File: src/rtl/vid_sync_lock_ctrl.sv
// Video sync lock controller: measures the line period and lines per frame of
// the incoming hsync/vsync pair, runs a search/acquire/locked/hold state
// machine, and reports lock status, frame-start and loss-of-lock strobes plus
// a saturating count of bad frames seen while locked.
module vid_sync_lock_ctrl #(
  parameter int H_ACTIVE      = -1,
  parameter int H_FRONT_PORCH = -1,
  parameter int H_SYNC_WIDTH  = -1,
  parameter int H_BACK_PORCH  = -1,
  parameter int V_ACTIVE      = -1,
  parameter int V_FRONT_PORCH = -1,
  parameter int V_SYNC_WIDTH  = -1,
  parameter int V_BACK_PORCH  = -1,
  parameter int H_FRAME       = H_ACTIVE + H_FRONT_PORCH + H_SYNC_WIDTH + H_BACK_PORCH,
  parameter int V_FRAME       = V_ACTIVE + V_FRONT_PORCH + V_SYNC_WIDTH + V_BACK_PORCH,
  parameter int LOCK_FRAMES   = 3,
  parameter int UNLOCK_ERRS   = 2,
  parameter int WDOG          = 2 * H_FRAME * V_FRAME
) (
  input  logic        clk,
  input  logic        rst,
  input  logic        in_vsync,
  input  logic        in_hsync,
  output logic [1:0]  out_state,
  output logic        out_locked,
  output logic        out_frame_start,
  output logic        out_lock_lost,
  output logic [15:0] out_err_frames
);

  // Clamp the timing so counter widths stay legal even with the unset defaults.
  localparam int H_FRAME_C = (H_FRAME > 1) ? H_FRAME : 2;
  localparam int V_FRAME_C = (V_FRAME > 1) ? V_FRAME : 2;
  localparam int WDOG_C    = (WDOG > 1) ? WDOG : 2;
  localparam int LOCK_C    = (LOCK_FRAMES > 0) ? LOCK_FRAMES : 1;
  localparam int UNLOCK_C  = (UNLOCK_ERRS > 0) ? UNLOCK_ERRS : 1;

  localparam int HW = $clog2(H_FRAME_C) + 1;
  localparam int VW = $clog2(V_FRAME_C) + 1;
  localparam int WW = $clog2(WDOG_C) + 1;
  localparam int GW = $clog2(LOCK_C) + 1;
  localparam int EW = $clog2(UNLOCK_C) + 1;

  localparam logic [HW-1:0] H_FRAME_V = HW'(H_FRAME_C);
  localparam logic [VW-1:0] V_FRAME_V = VW'(V_FRAME_C);
  localparam logic [WW-1:0] WDOG_LAST = WW'(WDOG_C - 1);
  localparam logic [GW-1:0] LOCK_V    = GW'(LOCK_C);
  localparam logic [EW-1:0] UNLOCK_V  = EW'(UNLOCK_C);

  typedef enum logic [1:0] {
    ST_SEARCH  = 2'd0,
    ST_ACQUIRE = 2'd1,
    ST_LOCKED  = 2'd2,
    ST_HOLD    = 2'd3
  } state_t;

  state_t        state_q;
  logic          prev_h_q, prev_v_q;
  logic [HW-1:0] hper_q;
  logic [VW-1:0] lines_q;
  logic [WW-1:0] wdog_q;
  logic [GW-1:0] good_cnt_q;
  logic [EW-1:0] err_cnt_q;
  logic          hseen_q, vseen_q, line_err_q;

  logic          hs_rise, vs_rise, line_bad, frame_good, wd_fire, in_lock;
  logic [HW-1:0] hper_d;
  logic [VW-1:0] lines_d;
  logic [WW-1:0] wdog_d;
  logic [GW-1:0] good_inc;
  logic [EW-1:0] err_inc;
  logic [15:0]   err_frames_d;

  assign hs_rise  = in_hsync & ~prev_h_q;
  assign vs_rise  = in_vsync & ~prev_v_q;
  // A line is judged only once a previous rise has opened it.
  assign line_bad = hs_rise & hseen_q & (hper_q != H_FRAME_V);
  // The frame is judged on the pre-update line count and sticky error.
  assign frame_good = vseen_q & (lines_q == V_FRAME_V) & ~line_err_q;
  assign wd_fire  = ~vs_rise & (wdog_q == WDOG_LAST);
  assign in_lock  = (state_q == ST_LOCKED) | (state_q == ST_HOLD);

  // Saturating increments shared by the counters.
  assign hper_d       = (&hper_q) ? hper_q : hper_q + 1'b1;
  assign lines_d      = (&lines_q) ? lines_q : lines_q + 1'b1;
  assign wdog_d       = (&wdog_q) ? wdog_q : wdog_q + 1'b1;
  assign good_inc     = good_cnt_q + 1'b1;
  assign err_inc      = err_cnt_q + 1'b1;
  assign err_frames_d = (&out_err_frames) ? out_err_frames : out_err_frames + 16'd1;

  assign out_state = state_q;

  // Measurement counters, watchdog and lock state machine with registered outputs.
  always_ff @(posedge clk) begin
    if (rst) begin
      state_q         <= ST_SEARCH;
      prev_h_q        <= 1'b0;
      prev_v_q        <= 1'b0;
      hper_q          <= '0;
      lines_q         <= '0;
      wdog_q          <= '0;
      good_cnt_q      <= '0;
      err_cnt_q       <= '0;
      hseen_q         <= 1'b0;
      vseen_q         <= 1'b0;
      line_err_q      <= 1'b0;
      out_locked      <= 1'b0;
      out_frame_start <= 1'b0;
      out_lock_lost   <= 1'b0;
      out_err_frames  <= '0;
    end else begin
      prev_h_q        <= in_hsync;
      prev_v_q        <= in_vsync;
      out_frame_start <= 1'b0;
      out_lock_lost   <= 1'b0;

      // Close the current line on an hsync rise and open the next one.
      if (hs_rise) begin
        hper_q  <= {{(HW-1){1'b0}}, 1'b1};
        hseen_q <= 1'b1;
        lines_q <= lines_d;
        if (line_bad) line_err_q <= 1'b1;
      end else begin
        hper_q <= hper_d;
      end

      if (vs_rise) begin
        // A coincident hsync rise becomes line 1 of the new frame.
        vseen_q    <= 1'b1;
        wdog_q     <= '0;
        lines_q    <= hs_rise ? {{(VW-1){1'b0}}, 1'b1} : '0;
        line_err_q <= line_bad;
        case (state_q)
          ST_SEARCH: begin
            state_q    <= ST_ACQUIRE;
            good_cnt_q <= '0;
          end
          ST_ACQUIRE: begin
            if (frame_good) begin
              if (good_inc == LOCK_V) begin
                state_q         <= ST_LOCKED;
                out_locked      <= 1'b1;
                out_frame_start <= 1'b1;
              end else begin
                good_cnt_q <= good_inc;
              end
            end else begin
              good_cnt_q <= '0;
            end
          end
          ST_LOCKED: begin
            if (frame_good) begin
              out_frame_start <= 1'b1;
            end else begin
              out_err_frames <= err_frames_d;
              err_cnt_q      <= {{(EW-1){1'b0}}, 1'b1};
              if (UNLOCK_C == 1) begin
                state_q       <= ST_SEARCH;
                out_locked    <= 1'b0;
                out_lock_lost <= 1'b1;
              end else begin
                state_q         <= ST_HOLD;
                out_frame_start <= 1'b1;
              end
            end
          end
          ST_HOLD: begin
            if (frame_good) begin
              state_q         <= ST_LOCKED;
              err_cnt_q       <= '0;
              out_frame_start <= 1'b1;
            end else begin
              out_err_frames <= err_frames_d;
              if (err_inc == UNLOCK_V) begin
                state_q       <= ST_SEARCH;
                out_locked    <= 1'b0;
                out_lock_lost <= 1'b1;
              end else begin
                err_cnt_q       <= err_inc;
                out_frame_start <= 1'b1;
              end
            end
          end
          default: state_q <= ST_SEARCH;
        endcase
      end else begin
        wdog_q <= wdog_d;
        // No vsync for too long: drop to search and forget what was seen.
        if (wd_fire) begin
          state_q       <= ST_SEARCH;
          vseen_q       <= 1'b0;
          hseen_q       <= 1'b0;
          out_locked    <= 1'b0;
          out_lock_lost <= in_lock;
        end
      end
    end
  end

endmodule

File: config.mk
export PLATFORM = sky130hd
export DESIGN_NAME = vid_sync_lock_ctrl
export DESIGN_NICKNAME = d
export VERILOG_FILES = /design/src/rtl/vid_sync_lock_ctrl.sv
export SDC_FILE = /design/constraint.sdc
export NUM_CORES = 1
export LEC_CHECK = 0
export CAP_MARGIN = 40
export CORE_ASPECT_RATIO = 1.25
export CORE_UTILIZATION = 40
export CTS_CLUSTER_DIAMETER = 80
export DETAILED_ROUTE_END_ITERATION = 16
export SLEW_MARGIN = 0
export SYNTH_ARGS = -nofsm -noshare
export SYNTH_HDL_FRONTEND = slang
export SYNTH_SLANG_ARGS = --single-unit
File: constraint.sdc
create_clock -name clk -period 1.9 [get_ports clk]
set_input_delay 0.19 -clock clk [delete_from_list [all_inputs] [get_ports clk]]
set_output_delay 0.19 -clock clk [all_outputs]
set_load 0.01 [all_outputs]
==> Word level (Yosys, flattened, before mapping) <==
Index checks and enable logic that the tools add are counted.
Widths: inputs -> output; s select.
{ "word_totals": {"regBits": 41, "in_bits": 4, "out_inout_bits": 21} }
{ "classes": {"add_sub_neg": 6, "eq_ne": 20, "mux": 45, "bitwise": 14, "reduce_logical": 21} }
{ "ops": {"columns": ["op", "count"], "rows": [
  ["$mux 2", 13],
  ["$mux 1", 25],
  ["$ne 3x3->1 const B", 6],
  ["$add 16x1->16 const B", 1],
  ["$reduce_and 16->1", 1],
  ["$reduce_and 6->1", 2],
  ["$reduce_bool 2->1", 5],
  ["$eq 2x2->1 const B", 4],
  ["$ne 2x2->1 const B", 4],
  ["$pmux 2 s4", 1],
  ["$reduce_and 2->1", 4],
  ["$reduce_and 4->1", 2],
  ["$reduce_or 2->1", 4],
  ["$and 1x1->1", 7],
  ["$add 2x1->2 const B", 3],
  ["$add 6x1->6 const B", 1],
  ["$eq 6x5->1 const B", 1],
  ["$mux 3", 2],
  ["$not 1->1", 6],
  ["$pmux 3 s2", 1],
  ["$reduce_and 5->1", 1],
  ["$ne 4x3->1 const B", 1],
  ["$pmux 2 s2", 1],
  ["$add 3x1->3 const B", 1],
  ["9 further kinds", 9]
]} }

==> Longest topological paths before layout <==
{ "logic_depth": {"word_depth": 7, "ltp_mapped": 7, "depth_no_buf": 6} }

==> Worst setup path after synthesis <==
No wires, ideal clock.
{ "synth_path": {"path_type": "flip-flop to flip-flop", "start": "register out_err_frames[0]", "end": "register out_err_frames[14]", "arrival_ns": 1.759, "required_time_ns": 1.779, "setup_slack_ns": 0.020, "stages_incl_launch_ff": 6, "path_buffers": 0, "cell_sequence": "dfxtp_1 > ha_1 > nand3_2 > or4_1 > nor3_2 > mux2_2"} }
{ "synth_via": {"elab_chain_cells": 3} }
{ "synth_rtl": {"columns": ["element", "line_no", "rtl"], "rows": [
  ["start: declaration", "28", "output logic [15:0] out_err_frames"],
  ["start signal: assignment", "155", "out_err_frames <= err_frames_d;"],
  ["start signal: assignment", "173", "out_err_frames <= err_frames_d;"],
  ["branches (longest 3 deep; another with $add 16x1->16)", null, null]
]} }
Several ways; the timed one is not identified.
A chain may end at the register's enable or synchronous reset.

==> Final worst setup path <==
Same ends and word-level chain as after synthesis.

==> out/summary.txt <==
Core Region - 0.00515 sq mm
Synth Area in XOR/XNOR - 0.0202
Avg Cell Area, Syn - 8.80 sq um
cell count after synthesis - 246
multi-input logic area - 0.00127 sq mm
vias in the first global route - 1803
Vias/cell - 5.43
drt total wl - 4.53 mm
commonest cells after routing, fill and taps aside - dfxtp_1, nor2_1, clkdlybuf4s50_1
Yosys top cell area share - 0.379
status - finished clean
row count - 29
root buffer cell - clkbuf_8
Crit Path Max Fanout - 4
Reg area - 821 sq um
Synth Area in Adders - 0.0520
EDFF count, synth - 0
Yosys Warn Count - 0
hold slack - 0.468 ns
multiplexer share of the synthesized area - 0.0422
Required @ worst endpoint - 2.08 ns
Iteration-0 DRC Markers - 80
drt pass-1 iters - 4
Post-Layout Cell Count - 353
post-layout util - 0.534
CTS sink cnt - 41
FILL cells - 516
die area - 0.00571 sq mm
Hold Crit Class - flip-flop to flip-flop
ant diodes - 0
Syn-to-layout area delta - 27.0%
Post-Route Setup TNS - 0 ns
final net count - 303
combinational power share - 0.066
Routed Antenna Nets - 0
PortBufs - 24
Leak - 1.01 nW
die width - 67.8 um
largest cells by area after synthesis - dfxtp_1, ha_1, a21oi_1
CTS tree - yes
Switching Share - 0.212
Chip Height - 84.3 um
gr ovfl total - 0
DP Cell Count - 344
DRC errors left - 0
Syn Nets - 259
Worst-path clk slew - 0.08 ns
Num CTS Buffers - 5
arrival time of the worst setup path - 1.98 ns
Pint - 1.36 mW
final setup violation count - 0
fraction of layout instances using a drive strength above 1 - 0.182
prevailing post-synth register cell - dfxtp_1
CTS max path bufs - 2
main combinational cell family by area after synthesis - simple AND/OR/NAND/NOR gates
most common cell after layout, fill and taps aside - dfxtp_1
wire length per cell - 12.8 um
initial antenna violation count - 0
Clock Latency Late Sink - 0.29 ns
I/O pin count - 25
CP Capture Type - flip-flop
post-synthesis register bit count - 41
ys async rst share - 0
Final Critical Period - 1.80 ns
via total after detailed routing - 1918
Netlist cell types - 57
Clock Skew - 0.00692 ns
Mapped Area - 0.00217 sq mm
CTS Hold Bufs - 0
DP Wirelength - 3.28 mm
Synth Area in Simple Gates - 0.321
max frequency - 0.555 GHz
worst slew pin tran - 0.491 ns
Final Slew Violations - 0
relative slew slack - 0.670
Max Cap Violations - 0
Hold Path Depth - 2
Synth Area in Compound Gates - 0.144
unrepaired setup endpoints after global routing - false
clock group share of total power - 0.417
R2R cell count - 5
CP Class - flip-flop to flip-flop
overall routing resource usage - 0.175
period utilization - 0.948
sequential share of power - 0.517
Starting Density - 0.420
largest net degree at the start of global routing - 41
area leader, netlist - dfxtp_1
switching pwr - 0.367 mW
maximum vdd ir drop - 0.000409 V
routability-driven placement congestion ratio - 0.772
sequential share of the synthesized area - 0.379
global-route wire length before repair - 7.96 mm
Startpoint Class - flip-flop
Final Hold Viols - 0
pwr/cell area - 627 mW/mm^2
H-tree depth - 2
## stage by stage
stage	setup WS [ns]	cell area (sq um)	total power, mW
2_1_floorplan	0.0202	2170	0.984
3_3_place_gp	-0.0896	2610	1.03
3_5_place_dp	-0.132	2610	1.03
4_1_cts	0.0434	2730	1.75
5_1_grt	0.00643	2750	1.80
6_report	0.0979	2750	1.73
## path summary, 6_finish.rpt
check                                           to  slack (ns)         startpoint
worst min register to register        err_cnt_q[1]        0.47       err_cnt_q[1]
worst max register to register  out_err_frames[14]         0.1  out_err_frames[0]
worst max-delay path            out_err_frames[14]         0.1  out_err_frames[0]
worst min-delay path                  err_cnt_q[1]        0.47       err_cnt_q[1]
## cells by family (layout without fill, tap and decap cells)
kind of cell	after synthesis	in the layout
xor gates and xnor gates	5	5
and+or+nand+nor	115	115
AOI/OAI and AO/OA	48	48
buffers and inverters	20	65
muxes	8	8
adders and majority gates	9	9
DFF	41	41
## what timing repair did
| item | in CTS | in global routing |
|---|---|---|
| endpoints found under the hold margin | 0 | 0 |
| endpoints found under the setup margin | 0 | 5 |
| setup buffers | 0 | 1 |
| gates resized for setup | 0 | 5 |
## power by group through the flow
stage | logic (mW) | registers (mW) | clock network (mW)
after floorplan | 0.0736 | 0.910 | 0
after global placement | 0.113 | 0.912 | 0
after detailed placement | 0.114 | 0.913 | 0
after CTS | 0.115 | 0.893 | 0.747
after global routing | 0.131 | 0.896 | 0.776
final | 0.114 | 0.893 | 0.719
## routing by layer
layer,track usage,wire (um),vias up
met2,0.301,2270,30
met1,0.219,2080,899
met4,0.0455,43,0
met5,0,0,-
met3,0.0326,136,5
li1,-,-,984
## registers in the layout, indices dropped and copies added, names as in the netlist, 2 cells and up
register / cells
out_err_frames: 16
wdog_q: 6
good_cnt_q: 3
err_cnt_q: 2
hper_q: 2
lines_q: 2
out_state: 2
## critical path, stage by stage (launching register included)
cell and delay [ns]:
dfxtp_1 0.34, ha_2 0.22, nand3_2 0.09, or4_1 0.55, nor3_2 0.15, mux2_2 0.34
## Yosys cell counts (3+ instances only)
library cell,n
clkbuf_1,6
or3_1,4
nand2_1,19
o21ai_0,6
ha_1,9
or4_1,8
mux2_2,5
inv_1,9
xnor2_1,3
nand2b_1,4
nand4_1,6
nor4_1,5
nand3_1,5
nor3b_1,4
nor3_1,7
o31ai_1,5
dfxtp_1,41
a21oi_1,19
nor2b_1,8
nor2_1,24
## cell type report
class / count / area share
Timing Repair Buffer: 48 / 0.157
Sequential cell: 41 / 0.298
Clock buffer: 7 / 0.0314
Multi-Input combinational cell: 185 / 0.462
Inverter: 9 / 0.0123
Clock inverter: 1 / 0.0109
Tap cell: 62 / 0.0282
Power figures use the tool's default switching activity.
